`src/rtl/tlp_mwr_encoder.sv`:
```
// tlp_mwr_encoder: turns local posted-write requests into 3DW-header
// Memory Write TLPs on a 64-bit AXI4-Stream TX interface. The payload
// stream is shifted by one DW so it packs directly behind the 3DW header.
module tlp_mwr_encoder #(
  parameter int unsigned MAX_LEN_DW = 32
) (
  input  logic        clk,
  input  logic        reset,
  input  logic        lnk_up,
  input  logic [7:0]  cfg_bus_number,
  input  logic [4:0]  cfg_device_number,
  input  logic [2:0]  cfg_func_number,
  input  logic        req_valid,
  output logic        req_ready,
  input  logic [31:0] req_addr,
  input  logic [9:0]  req_len,
  input  logic [7:0]  req_tag,
  input  logic [3:0]  req_first_be,
  input  logic [3:0]  req_last_be,
  output logic        req_err,
  input  logic        dat_tvalid,
  output logic        dat_tready,
  input  logic [63:0] dat_tdata,
  input  logic        enc_tx_tready,
  output logic        enc_tx_tvalid,
  output logic        enc_tx_tlast,
  output logic [63:0] enc_tx_tdata,
  output logic [7:0]  enc_tx_tstrb,
  output logic        done
);

  localparam logic [1:0] IDLE = 2'd0;
  localparam logic [1:0] HDR0 = 2'd1;
  localparam logic [1:0] HDR1 = 2'd2;
  localparam logic [1:0] DATA = 2'd3;

  localparam logic [9:0] MAX_LEN = 10'(MAX_LEN_DW);

  logic [1:0]  state_q,      state_d;
  logic        tvalid_q,     tvalid_d;
  logic        tlast_q,      tlast_d;
  logic [63:0] tdata_q,      tdata_d;
  logic [7:0]  tstrb_q,      tstrb_d;
  logic [31:0] hold_q,       hold_d;
  logic [9:0]  words_left_q, words_left_d;
  logic [29:0] addr_q,       addr_d;
  logic        len_odd_q,    len_odd_d;
  logic        done_q,       done_d;
  logic        req_err_q,    req_err_d;

  logic advance;
  logic try_hdr1;
  logic try_data;
  logic need_word;
  logic pop;
  logic len_bad;

  // Address bits [1:0] are dropped: the TLP carries a DW-aligned address.
  logic unused_addr_lsbs;
  assign unused_addr_lsbs = ^req_addr[1:0];

  // Beat sequencing, payload realignment and request handling.
  // A payload word is consumed at the moment the beat that carries its low
  // DW is loaded into the output register, so dat_tready follows the
  // output slot becoming free (beat handshake, or an empty slot after a
  // source stall) rather than a combinational beat.
  always_comb begin
    state_d      = state_q;
    tvalid_d     = tvalid_q;
    tlast_d      = tlast_q;
    tdata_d      = tdata_q;
    tstrb_d      = tstrb_q;
    hold_d       = hold_q;
    words_left_d = words_left_q;
    addr_d       = addr_q;
    len_odd_d    = len_odd_q;
    done_d       = 1'b0;
    req_err_d    = 1'b0;

    req_ready = !reset && lnk_up && (state_q == IDLE);
    len_bad   = (req_len == '0) || (req_len > MAX_LEN);
    advance   = tvalid_q && enc_tx_tready;

    try_hdr1 = 1'b0;
    try_data = 1'b0;
    case (state_q)
      HDR0: try_hdr1 = advance;
      HDR1: begin
        try_hdr1 = !tvalid_q;
        try_data = advance && !tlast_q;
      end
      DATA: try_data = !tvalid_q || (advance && !tlast_q);
      default: ;
    endcase

    need_word  = try_hdr1 || (try_data && (words_left_q != '0));
    dat_tready = need_word && lnk_up && !reset;
    pop        = dat_tready && dat_tvalid;

    if (state_q == IDLE) begin
      if (req_valid && req_ready) begin
        if (len_bad) begin
          req_err_d = 1'b1;
        end else begin
          state_d      = HDR0;
          tvalid_d     = 1'b1;
          tlast_d      = 1'b0;
          tstrb_d      = '1;
          tdata_d      = {cfg_bus_number, cfg_device_number, cfg_func_number,
                          req_tag,
                          (req_len == 10'd1) ? 4'h0 : req_last_be,
                          req_first_be,
                          32'h4000_0000 | {22'h0, req_len}};
          addr_d       = req_addr[31:2];
          len_odd_d    = req_len[0];
          words_left_d = 10'((11'(req_len) + 11'd1) >> 1);
        end
      end
    end else if (!lnk_up) begin
      // Link loss: abandon the TLP without a done pulse.
      state_d      = IDLE;
      tvalid_d     = 1'b0;
      tlast_d      = 1'b0;
      tdata_d      = '0;
      tstrb_d      = '0;
      words_left_d = '0;
      hold_d       = '0;
    end else if (advance && tlast_q) begin
      state_d  = IDLE;
      done_d   = 1'b1;
      tvalid_d = 1'b0;
      tlast_d  = 1'b0;
      tdata_d  = '0;
      tstrb_d  = '0;
      hold_d   = '0;
    end else if (try_hdr1) begin
      state_d = HDR1;
      if (pop) begin
        tvalid_d     = 1'b1;
        tdata_d      = {dat_tdata[31:0], addr_q, 2'b00};
        tstrb_d      = '1;
        tlast_d      = (words_left_q == 10'd1) && len_odd_q;
        hold_d       = dat_tdata[63:32];
        words_left_d = words_left_q - 10'd1;
      end else begin
        tvalid_d = 1'b0;
        tlast_d  = 1'b0;
        tdata_d  = '0;
        tstrb_d  = '0;
      end
    end else if (try_data) begin
      state_d = DATA;
      if (words_left_q == '0) begin
        // Even length: the last high DW is flushed on its own half beat.
        tvalid_d = 1'b1;
        tdata_d  = {32'h0, hold_q};
        tstrb_d  = 8'h0F;
        tlast_d  = 1'b1;
      end else if (pop) begin
        tvalid_d     = 1'b1;
        tdata_d      = {dat_tdata[31:0], hold_q};
        tstrb_d      = '1;
        tlast_d      = (words_left_q == 10'd1) && len_odd_q;
        hold_d       = dat_tdata[63:32];
        words_left_d = words_left_q - 10'd1;
      end else begin
        tvalid_d = 1'b0;
        tlast_d  = 1'b0;
        tdata_d  = '0;
        tstrb_d  = '0;
      end
    end
  end

  // State, output register and payload hold register update.
  always_ff @(posedge clk) begin
    if (reset) begin
      state_q      <= IDLE;
      tvalid_q     <= 1'b0;
      tlast_q      <= 1'b0;
      tdata_q      <= '0;
      tstrb_q      <= '0;
      hold_q       <= '0;
      words_left_q <= '0;
      addr_q       <= '0;
      len_odd_q    <= 1'b0;
      done_q       <= 1'b0;
      req_err_q    <= 1'b0;
    end else begin
      state_q      <= state_d;
      tvalid_q     <= tvalid_d;
      tlast_q      <= tlast_d;
      tdata_q      <= tdata_d;
      tstrb_q      <= tstrb_d;
      hold_q       <= hold_d;
      words_left_q <= words_left_d;
      addr_q       <= addr_d;
      len_odd_q    <= len_odd_d;
      done_q       <= done_d;
      req_err_q    <= req_err_d;
    end
  end

  assign enc_tx_tvalid = tvalid_q;
  assign enc_tx_tlast  = tlast_q;
  assign enc_tx_tdata  = tdata_q;
  assign enc_tx_tstrb  = tstrb_q;
  assign done          = done_q;
  assign req_err       = req_err_q;

endmodule
```
`config.mk`:
```
export PLATFORM = sky130hd
export DESIGN_NAME = tlp_mwr_encoder
export DESIGN_NICKNAME = d
export VERILOG_FILES = /design/src/rtl/tlp_mwr_encoder.sv
export SDC_FILE = /design/constraint.sdc
export NUM_CORES = 1
export LEC_CHECK = 0
export CAP_MARGIN = 15
export CORE_UTILIZATION = 48
export CTS_CLUSTER_DIAMETER = 80
export DETAILED_ROUTE_END_ITERATION = 10
export GPL_TIMING_DRIVEN = 0
export PLACE_DENSITY = 0.9
export REMOVE_ABC_BUFFERS = 1
export SLEW_MARGIN = 30
export SYNTH_ARGS = -nofsm -noshare
export SYNTH_HDL_FRONTEND = slang
export SYNTH_SLANG_ARGS = --single-unit
```
`constraint.sdc`:
```
create_clock -name clk -period 6.4 [get_ports clk]
set_clock_uncertainty 0.05 [all_clocks]
set_input_delay 0.96 -clock clk [delete_from_list [all_inputs] [get_ports clk]]
set_output_delay 0.96 -clock clk [all_outputs]
set_load 0.01 [all_outputs]
```
==> parameters.txt <==
Parameter                              Value

Critical path
  Launching element type of the critical path ... primary input
  CP bufs+invs ... 2
  Depth of the worst register-to-register path ... 8
  Worst R2R Setup Slack ... between 3 and 4 ns
  Worst stage delay on the critical path ... 0.55 ns
  Reg-to-reg critical path startpoint ... state_q[0]
  Endpoint of the worst register-to-register path ... enc_tx_tdata[62]
  Worst Path Class, Setup ... primary input to output port
  Critical path data required time ... around 5.4 ns
  Most frequent CP cell ... clkdlybuf4s50_1
  CP max FO ... 9
  Slowest stage cell, crit path ... clkdlybuf4s50_1
  Category of cells accounting for the largest share of critical-path delay ... buffers and inverters
  Data arrival time of the critical path ... 3.01 ns
  Endpoint type of the worst setup path ... output port
  Worst-path cell chain ... clkdlybuf4s50_1 > nand3_1 > a21oi_2 > a21oi_1 > nor2_1 > clkdlybuf4s50_1

STA
  Final count of pins violating max slew ... 0
  Period utilization ... 0.628
  Final hold viol count ... 0
  Final setup violating endpoints ... 0
  Slew of the pin with the lowest slew margin ... 0.884 ns
  Slew Limit Headroom ... 0.409
  Least setup slack across all paths after layout ... approximately 2.4 ns
  Peak Freq ... approximately 0.25 GHz
  Setup TNS ... 0 ns
  Unrepaired setup endpoints after global routing ... no
  Period minus WS final ... approximately 4.0 ns
  WHS ... about 0.41 ns

Outcome
  Run status ... finished clean

Hold path
  Min-Delay Endpoint ... addr_q[29]
  Class of the tightest hold or removal check ... flop to flop
  Worst min-delay path startpoint ... addr_q[29]
  Worst hold path depth ... 2

GRT
  Via count of the first global-routing pass ... between 5k and 6k
  Maximum number of pins on one net before global-route repair ... 57
  Overflow left after global routing ... 0
  Tot GR Track Use ... 0.290
  Number of antenna violations at the first check in global routing ... 0
  Wire length of the first global-routing pass ... between 20000 and 30000 um

Floorplanning
  Vertical die dimension ... roughly 120 um
  Row count ... a little over 40
  Total core area ... 12600 um^2
  IO Pins ... 222
  Total die area ... 13300 um^2
  Initial core utilization ... 0.492
  Width of the die ... between 100 and 150 um

Power and ir drop
  Leakage component of the power ... between 0.003 and 0.004 uW
  Power spent charging and discharging nets ... slightly above 600 uW
  Power density over the cells ... roughly 260 nW/um^2
  Worst vdd rail ir drop ... approximately 0.19 mV
  Combinational power share ... 0.184
  Clock network fraction of design power ... 0.409
  Sequential group share of total power ... 0.407
  Switching share of power ... 0.262
  Internal ... ~1700 uW

Clocking
  CTS root buffer ... clkbuf_16
  Source-to-sink clock delay at the later pin of the worst-skew pair ... approximately 0.42 ns
  Clock transition at path regs ... about 0.060 ns
  Quantity of hold-fixing buffers added after cts ... 0
  Number of cells upsized or downsized after cts ... 0
  Max clock buf depth ... 2
  Number of buffers added for setup after CTS ... 0
  Number of sinks driven by the clock tree ... 144
  Level count of the clock H-tree ... 4
  Cts bufs inserted ... 17
  Clock tree from TritonCTS ... done

Finish
  Final core utilization ... 0.725
  Fraction of layout cells with a size suffix above 1 ... 0.0780
  Area growth from synthesis to final layout ... 47.3%
  Final Net Count ... a little over 1k
  Cell area after layout ... between 9000 and 10000 um^2
  Diode count ... 0

Placed design
  Last weighted congestion value of the routability-driven placer ... ~0.85
  Setup slack after placement ... roughly 2.4 ns
  DPL Wire Length ... 12800 um
  Cell area after placement ... between 8000 and 9000 um^2
  Buffers on Ports ... between 200 and 250

Detailed routing
  Via count ... just over 6k
  Final antenna-violating net count ... 0
  Detailed-route wire length ... 18800 um
  First-iteration detailed-routing DRC count ... roughly 430
  DRC violation count after routing ... 0
  WL per Instance ... between 15 and 20 um
  DR pass1 iterations ... 5
  DR vias/cell ... between 5 and 6

Logic synthesis
  Number of flops mapped to enable cells by yosys ... 0
  Distinct cell type count of the synthesized netlist ... 59
  Synthesis warning total ... 0
  Top FF cell, synth ... dfxtp_1
  Average cell area after synthesis ... 9.22 um^2
  Post-synthesis sequential area ratio ... 0.466
  Synthesized flop and latch total ... ~140
  Share of flip-flops with an asynchronous set or reset after synthesis ... 0
  Gate count after technology mapping ... between 600 and 700
  Synth Cell Area ... slightly above 6000 um^2

Run
  MaxCap Viol Count ... 0
-- worst reg2reg max path, stage by stage, from the launching register on --
cell and delay [ns]:
dfxtp_1 0.37, inv_1 0.11, ha_4 0.36, nand2b_1 0.48
nor2_1 0.39, nand2_1 0.19, o21bai_4 0.72, a221oi_1 0.16
nor3_1 0.23
-- Yosys cell counts (all sizes together) (5+ instances only) --
master,count,share of area
a21oi,48,0.041
a211oi,7,0.011
a22o,87,0.12
a2111oi,5,0.0091
buf,40,0.037
nor2,63,0.039
xor2,6,0.0085
a221oi,42,0.059
nand2,76,0.046
ha,9,0.018
clkbuf,23,0.014
inv,11,0.0067
dfxtp,144,0.47
nor3,45,0.038
nand3,9,0.0073
o21ai,8,0.0071
-- cell usage in the layout (no fill, tap or decap), types with 5 or more instances in the layout --
cell             netlist  final
nor2_1                62     60
clkdlybuf4s50_1        0    218
xor2_1                 6      6
o21ai_0                7      7
dfxtp_1              144    144
a21oi_1               46     46
nand3_1                9      8
nand2_1               76     76
clkbuf_16              0     17
a22o_1                87     87
a211oi_1               5      5
inv_1                 11     11
nor3_1                44     43
ha_1                   9      8
a221oi_1              42     42
-- routing by layer --
metal	GRT usage	wire (um)	vias up
met5	0	0	-
met4	0.145	626	0
met3	0.0821	1480	46
met2	0.493	9350	274
met1	0.335	7330	2890
li1	-	-	2865
-- flip-flops by register name (all words and copies together), names as in the netlist --
register / flops
addr_q: 30
done: 1
enc_tx_tdata: 64
enc_tx_tlast: 1
enc_tx_tstrb: 1
enc_tx_tvalid: 1
hold_q: 32
len_odd_q: 1
req_err: 1
state_q: 2
words_left_q: 10
-- stage by stage --
step | cells | total power [uW]
floorplan | 608 | 1160
global placement | 999 | 1380
detailed placement | 1013 | 1400
CTS | 1044 | 2360
global route | 1044 | 2440
finish | 1044 | 2350
-- cells by family (layout without fill, tap and decap cells) --
logic type | after synthesis | count (layout) | share of synthesized area
AOI/OAI and AO/OA | 218 | 218 | 0.283
and+or+nand+nor | 215 | 215 | 0.158
DFF | 144 | 144 | 0.466
buffers and inverters | 74 | 275 | 0.0579
xor gates and xnor gates | 10 | 10 | 0.0142
adders and majority gates | 9 | 9 | 0.0182
muxes | 1 | 1 | 0.00162
-- worst max path at each step --
stage	to	from	depth (start not counted)
2_1_floorplan	enc_tx_tdata[4]	reset	6
3_3_place_gp	enc_tx_tdata[4]	reset	7
3_5_place_dp	dat_tready	enc_tx_tready	6
4_1_cts	dat_tready	enc_tx_tready	6
5_1_grt	dat_tready	enc_tx_tready	6
6_report	dat_tready	enc_tx_tready	6
-- area by class of cell --
| cell class | instances | area, um^2 |
|---|---|---|
| timing repair buffer | 233 | 2400 |
| sequential | 144 | 2880 |
| fill | 923 | 3460 |
| tap | 172 | 215 |
| inverter | 11 | 41.3 |
| clock buffer | 21 | 460 |
| multi-input combinational | 453 | 2990 |
| clock inverter | 10 | 111 |
-- power groups by stage --
stage	sequential (uW)	combinational [uW]	clock (uW)
finish	955	432	960
floorplan	987	171	0
detailed placement	974	426	0
global route	958	466	1010
global placement	972	407	0
CTS	955	429	973
No activity file was read; power rests on OpenSTA's default activity.
